[config.mk]
export PLATFORM = sky130hd
export DESIGN_NAME = tick_event_scheduler
export DESIGN_NICKNAME = d
export VERILOG_FILES = /design/src/rtl/tick_event_scheduler.sv
export SDC_FILE = /design/constraint.sdc
export NUM_CORES = 1
export LEC_CHECK = 0
export ABC_AREA = 1
export BUFFER_PORTS_ARGS = -buffer_cell sky130_fd_sc_hd__buf_2
export CAP_MARGIN = 15
export CORE_MARGIN = 2
export CORE_UTILIZATION = 40
export CTS_CLUSTER_DIAMETER = 120
export DETAILED_ROUTE_END_ITERATION = 10
export PLACE_DENSITY = 0.69
export SYNTH_ARGS = -nofsm -noshare
export SYNTH_HDL_FRONTEND = slang
export SYNTH_SLANG_ARGS = --single-unit
[constraint.sdc]
create_clock -name clk -period 1.55 [get_ports clk]
set_input_delay 0.31 -clock clk [delete_from_list [all_inputs] [get_ports clk]]
set_output_delay 0.31 -clock clk [all_outputs]
set_load 0.01 [all_outputs]
[src/rtl/tick_event_scheduler.sv]
// tick_event_scheduler: multi-channel tick-driven timer scheduler.
// Each channel counts ticks and raises an event once or periodically.
// Pending events are delivered one at a time, chosen round-robin, on a
// registered valid/ready port.
// Optional feature macro: TICK_SCHED_OVERRUN_EN adds sticky per-channel
// overrun flags (overrun output, ovr_clr input).
module tick_event_scheduler #(
    parameter int NUM_CH    = 4,
    parameter int CNT_WIDTH = 16
) (
    input  logic                      clk,
    input  logic                      reset_n,
    input  logic                      tick_in,
    input  logic                      cfg_we,
    input  logic [$clog2(NUM_CH)-1:0] cfg_ch,
    input  logic [CNT_WIDTH-1:0]      cfg_period,
    input  logic                      cfg_mode,
    input  logic                      cfg_enable,
    output logic                      evt_valid,
    output logic [$clog2(NUM_CH)-1:0] evt_ch,
    input  logic                      evt_ready,
    output logic [NUM_CH-1:0]         busy
`ifdef TICK_SCHED_OVERRUN_EN
    ,
    output logic [NUM_CH-1:0]         overrun,
    input  logic [NUM_CH-1:0]         ovr_clr
`endif
);

    localparam int                   CH_W       = $clog2(NUM_CH);
    localparam logic [CH_W:0]        NUM_CH_EXT = (CH_W + 1)'(NUM_CH);
    localparam logic [CH_W-1:0]      LAST_CH    = CH_W'(NUM_CH - 1);
    localparam logic [CNT_WIDTH-1:0] CNT_ONE    = CNT_WIDTH'(1);

    typedef enum logic {
        S_IDLE = 1'b0,
        S_RUN  = 1'b1
    } chState_e;

    chState_e             r_state      [NUM_CH];
    chState_e             w_stateNext  [NUM_CH];
    logic [CNT_WIDTH-1:0] r_cnt        [NUM_CH];
    logic [CNT_WIDTH-1:0] w_cntNext    [NUM_CH];
    logic [CNT_WIDTH-1:0] r_period     [NUM_CH];
    logic [CNT_WIDTH-1:0] w_periodNext [NUM_CH];
    logic [NUM_CH-1:0]    r_mode;
    logic [NUM_CH-1:0]    w_modeNext;

    logic [NUM_CH-1:0]    w_wrSel;
    logic [NUM_CH-1:0]    w_expire;
    logic [NUM_CH-1:0]    r_pend;
    logic [NUM_CH-1:0]    w_pendNext;
    logic [NUM_CH-1:0]    w_clr;
    logic [NUM_CH-1:0]    w_pendRot;

    logic                 w_cfgValid;
    logic                 w_accept;
    logic                 w_grantFound;
    logic [CH_W:0]        w_grantSum;
    logic [CH_W-1:0]      w_grantCh;

    logic                 r_evtValid;
    logic [CH_W-1:0]      r_evtCh;
    logic [CH_W-1:0]      r_ptr;

    // Writes to channel numbers beyond NUM_CH are dropped entirely.
    assign w_cfgValid = ({1'b0, cfg_ch} < NUM_CH_EXT);
    assign w_accept   = r_evtValid && evt_ready;

    // Decode which channel the configuration write and the accepted event address.
    always_comb begin
        w_wrSel = '0;
        w_clr   = '0;
        for (int i = 0; i < NUM_CH; i++) begin
            w_wrSel[i] = cfg_we && w_cfgValid && (cfg_ch == CH_W'(i));
            w_clr[i]   = w_accept && (r_evtCh == CH_W'(i));
        end
    end

    // Per-channel next state: an effective write beats the tick; otherwise count down.
    always_comb begin
        w_stateNext  = r_state;
        w_cntNext    = r_cnt;
        w_periodNext = r_period;
        w_modeNext   = r_mode;
        w_expire     = '0;
        for (int i = 0; i < NUM_CH; i++) begin
            if (w_wrSel[i] && cfg_enable && (cfg_period != '0)) begin
                w_stateNext[i]  = S_RUN;
                w_cntNext[i]    = cfg_period;
                w_periodNext[i] = cfg_period;
                w_modeNext[i]   = cfg_mode;
            end else if (w_wrSel[i] && !cfg_enable) begin
                w_stateNext[i] = S_IDLE;
            end else if ((r_state[i] == S_RUN) && tick_in) begin
                if (r_cnt[i] > CNT_ONE) begin
                    w_cntNext[i] = r_cnt[i] - CNT_ONE;
                end else begin
                    w_expire[i] = 1'b1;
                    if (r_mode[i]) begin
                        w_cntNext[i] = r_period[i];
                    end else begin
                        w_stateNext[i] = S_IDLE;
                    end
                end
            end
        end
    end

    // Channel state, counter and configuration registers.
    always_ff @(posedge clk or negedge reset_n) begin
        if (!reset_n) begin
            for (int i = 0; i < NUM_CH; i++) begin
                r_state[i]  <= S_IDLE;
                r_cnt[i]    <= '0;
                r_period[i] <= '0;
            end
            r_mode <= '0;
        end else begin
            r_state  <= w_stateNext;
            r_cnt    <= w_cntNext;
            r_period <= w_periodNext;
            r_mode   <= w_modeNext;
        end
    end

    // A new expiry keeps pend set even when the same channel is being accepted.
    assign w_pendNext = w_expire | (r_pend & ~w_clr);

    // Round-robin pick: rotate pend so the pointer sits at bit 0, take the lowest set bit.
    always_comb begin
        w_pendRot    = NUM_CH'({r_pend, r_pend} >> r_ptr);
        w_grantFound = 1'b0;
        w_grantSum   = '0;
        for (int k = NUM_CH - 1; k >= 0; k--) begin
            if (w_pendRot[k]) begin
                w_grantFound = 1'b1;
                w_grantSum   = {1'b0, r_ptr} + (CH_W + 1)'(k);
            end
        end
        if (w_grantSum >= NUM_CH_EXT) begin
            w_grantSum = w_grantSum - NUM_CH_EXT;
        end
        w_grantCh = w_grantSum[CH_W-1:0];
    end

    // Pending flags and the locked event; an accept forces one idle cycle before the next grant.
    always_ff @(posedge clk or negedge reset_n) begin
        if (!reset_n) begin
            r_pend     <= '0;
            r_evtValid <= 1'b0;
            r_evtCh    <= '0;
            r_ptr      <= '0;
        end else begin
            r_pend <= w_pendNext;
            if (w_accept) begin
                r_evtValid <= 1'b0;
                r_ptr      <= (r_evtCh == LAST_CH) ? '0 : (r_evtCh + CH_W'(1));
            end else if (!r_evtValid && w_grantFound) begin
                r_evtValid <= 1'b1;
                r_evtCh    <= w_grantCh;
            end
        end
    end

`ifdef TICK_SCHED_OVERRUN_EN
    logic [NUM_CH-1:0] r_overrun;
    logic [NUM_CH-1:0] w_ovrSet;

    assign w_ovrSet = w_expire & r_pend & ~w_clr;

    // Sticky overrun flags; a set in the same cycle as a clear wins.
    always_ff @(posedge clk or negedge reset_n) begin
        if (!reset_n) begin
            r_overrun <= '0;
        end else begin
            r_overrun <= w_ovrSet | (r_overrun & ~ovr_clr);
        end
    end

    assign overrun = r_overrun;
`endif

    // Busy mirrors the RUN state of each channel.
    always_comb begin
        busy = '0;
        for (int i = 0; i < NUM_CH; i++) begin
            busy[i] = (r_state[i] == S_RUN);
        end
    end

    assign evt_valid = r_evtValid;
    assign evt_ch    = r_evtCh;

endmodule

==> flow_metrics.env <==
export IMPL_status="complete, but fails checks"
export IMPL_failed_checks="setup timing"
export IMPL_syn_instance_count=1357
export IMPL_cts_tree="yes"
export IMPL_worst_slew_pin_slew_ns=0.377
export IMPL_syn_to_final_growth_pct=42.3
export IMPL_setup_viol=70
export IMPL_synth_top_cells_by_area="dfrtp_1 (41%), nand2_1 (26%), nand3_1 (7.9%)"
export IMPL_synth_distinct_cells=32
export IMPL_intPower_mw=14.0
export IMPL_slew_headroom_pct=74.9
export IMPL_cts_root_buffer="clkbuf_16"
export IMPL_period_share_pct=115
export IMPL_critPathRequiredTime_ns=1.92
export IMPL_final_common_cell="nand2_1"
export IMPL_p_sw_mw=10.8
export IMPL_synth_nets=1394
export IMPL_drive_above_1_share_pct=30.1
export IMPL_finalCriticalPeriod_ns=1.78
export IMPL_core_area_um2=21900
export IMPL_cp_end_kind="register"
export IMPL_wl_um=29300
export IMPL_drtPass1Iterations=5
export IMPL_final_setup_tns_ns=-9.15
export IMPL_cp_cell_sequence="nor2_4 -> nand2_1 -> nor2_4 -> nand2_4 -> buf_6 -> buf_12 -> buf_6 -> nand2_4 -> nand3_2 -> nand2_1 -> nand2_1 -> nand2_1"
export IMPL_grt_usage_pct=24.4
export IMPL_finClkSkew_ns=0.0102
export IMPL_cts_buffers=17
export IMPL_crit_type="reg -> reg"
export IMPL_die_w_um=153
export IMPL_cp_start_kind="register"
export IMPL_port_buffers=31
export IMPL_use_met2_pct=39.9
export IMPL_gr_usage_met3_pct=3.60
export IMPL_grt_pass1_vias=9317
export IMPL_ios=32
export IMPL_netlist_area_um2=8930
export IMPL_vias=9770
export IMPL_r2r_start="r_cnt[3]"
export IMPL_worstPathArrival_ns=2.15
export IMPL_ys_warn_count=0
export IMPL_ff2ff_path_depth=12
export IMPL_rrSetupSlack_ns=-0.23
export IMPL_hpwl_um=19200
export IMPL_place_gp_congestion=0.927
export IMPL_hold_class="in -> reg"
export IMPL_die_y_um=153
export IMPL_whs_ns=0.0932
export IMPL_rows=54
export IMPL_grt_max_degree=52
export IMPL_leakagePower_nw=6.97
export IMPL_syn_avg_cell_area_um2=6.58
export IMPL_place_area_um2=10900
export IMPL_min_path_cells=2
export IMPL_crit_top_cell="nand2_1"
export IMPL_use_met1_pct=31.5
export IMPL_finalMaxSlewViolations=0
export IMPL_antenna_left=0
export IMPL_mostFrequentLayoutCells="nand2_1 (559), buf_4 (185), dfrtp_1 (141)"
export IMPL_drcViolationCount=0
export IMPL_hold_end="evt_valid"
export IMPL_grt_antenna_before_repair=0
export IMPL_insertion_delay_ns=0.44
export IMPL_drt_iter0_markers=781
export IMPL_dieArea_um2=23500
export IMPL_power_switching_share_pct=43.6
export IMPL_reg2reg_to="r_cnt[0]"
export IMPL_startpoint="r_cnt[3]"
export IMPL_utilization_pct=58.1
export IMPL_fin_ws_ns=-0.229
export IMPL_fin_nets=1630
export IMPL_placedCellCount=1826
export IMPL_clkSinkCount=145
export IMPL_num_fill_cells=1898
export IMPL_synth_largest_area_cell="dfrtp_1"
export IMPL_grt_pass1_wl_um=46500
export IMPL_fin_area_um2=12700
export IMPL_finalPower_mw=24.8
export IMPL_fmax_mhz=562
export IMPL_ys_seq_area_share_pct=40.6
export IMPL_max_stage_delay_ns=0.41
export IMPL_rsz0062_at_grt="yes"
export IMPL_ir_worst_vdd_mv=0.659
export IMPL_pwr_share_comb_pct=58.1
export IMPL_place_ws_ns=-0.452
export IMPL_vias_per_cell=5.18
export IMPL_critPathMaxFanout=8
export IMPL_cts_buffer_depth=2
export IMPL_pwr_share_seq_pct=23.9
export IMPL_initial_core_util_pct=40.8
export IMPL_path_clk_slew_ns=0.06
export IMPL_overflow=0
export IMPL_netlist_area_leader_share_pct=40.6
export IMPL_yosys_register_bits=145
export IMPL_diodes=0
export IMPL_wire_per_inst_um=15.6
export IMPL_cp_slowest_cell="dfrtp_1"
export IMPL_hold_viol_final=0
export IMPL_fin_cells=1885
export IMPL_htree_levels=4
export IMPL_top_usage_layer="met2"
export IMPL_maxCapViolations=0
export IMPL_p_per_area_nw_per_um2=1950
export IMPL_pwr_share_clk_pct=18.0
export IMPL_hold_path_startpoint="evt_ready"
[power by group through the flow]
stage	registers, mW	clock network, mW	logic, mW
6_report	5.92	4.47	14.4
5_1_grt	6.05	4.65	15.9
4_1_cts	5.84	4.50	12.5
3_5_place_dp	5.84	0	11.4
3_3_place_gp	5.80	0	11.3
2_1_floorplan	5.91	0	6.86
[how the worst max path moves through the flow]
stage | slack (ns) | end | cells after the start
2_1_floorplan | -0.11 | r_cnt[19] | 12
3_3_place_gp | -0.39 | r_cnt[47] | 13
3_5_place_dp | -0.45 | r_cnt[47] | 13
4_1_cts | -0.14 | r_cnt[40] | 13
5_1_grt | -0.29 | r_cnt[0] | 12
6_report | -0.23 | r_cnt[0] | 12
[routing by layer]
metal | share of wire (%) | wire length (µm) | vias up
met5 | 0 | 0 | -
met3 | 6.3 | 1840 | 110
met4 | 5.6 | 1650 | 0
met1 | 41 | 11900 | 4538
met2 | 47 | 13900 | 395
li1 | - | - | 4727
[what timing repair did]
| item | 4_1_cts | 5_1_grt |
|---|---|---|
| cloned | 3 | 1 |
| hold buffers | 1 | 0 |
| gates resized for setup | 90 | 150 |
| pin swaps | 51 | 58 |
| setup endpoints to repair | 71 | 74 |
| buffers inserted | 11 | 19 |
| hold endpoints to repair | 31 | 0 |
[layout make-up]
class / count / area, µm² / area share [%]
tap: 280 / 350 / 2.76
inverter: 125 / 469 / 3.69
clock buffer: 19 / 443 / 3.49
multi-input combinational: 1051 / 5520 / 43.4
timing repair buffer: 253 / 2120 / 16.6
clock inverter: 12 / 180 / 1.42
sequential: 145 / 3630 / 28.6
[state kept, by name, summed over array words and instances, names as in the netlist]
signal / count
r_ptr: 2
r_pend: 4
r_cnt: 64
r_period: 64
r_mode: 4
busy: 4
evt_ch: 2
evt_valid: 1
[cells by family after synthesis]
logic type	count (synthesis)	share of synthesized area, %
XOR/XNOR	11	1.08
AO/OA/AOI/OAI	83	5.14
AND/OR/NAND/NOR	945	43.8
adder cells (fa/ha/maj)	12	1.68
buffers and inverters	161	7.71
flip-flops	145	40.6
[critical path, delay by kind of cell (launching register included)]
| family | cells | cell delay, ns |
|---|---|---|
| buf+inv | 3 | 0.40 |
| flops | 1 | 0.41 |
| simple gates | 9 | 0.88 |
[synthesized netlist by cell type]
master	count
inv_1	123
nor2_4	4
inv_2	1
buf_2	19
nand2_4	2
clkbuf_1	5
a21oi_4	1
a21oi_1	6
xnor2_1	4
o211ai_1	2
nand4_1	12
xor2_1	7
nand3b_1	13
o31ai_1	3
nand2_2	9
buf_6	4
o21a_1	3
ha_1	12
or2_2	2
clkinv_1	1
o21ai_1	3
buf_4	8
nand3_1	141
nand2_1	626
o21bai_1	2
nor2_2	11
nor2_1	121
o31ai_2	1
nor3_1	3
dfrtp_1	145
nand2b_1	1
o21ai_0	62
Power figures use the tool's default switching activity.
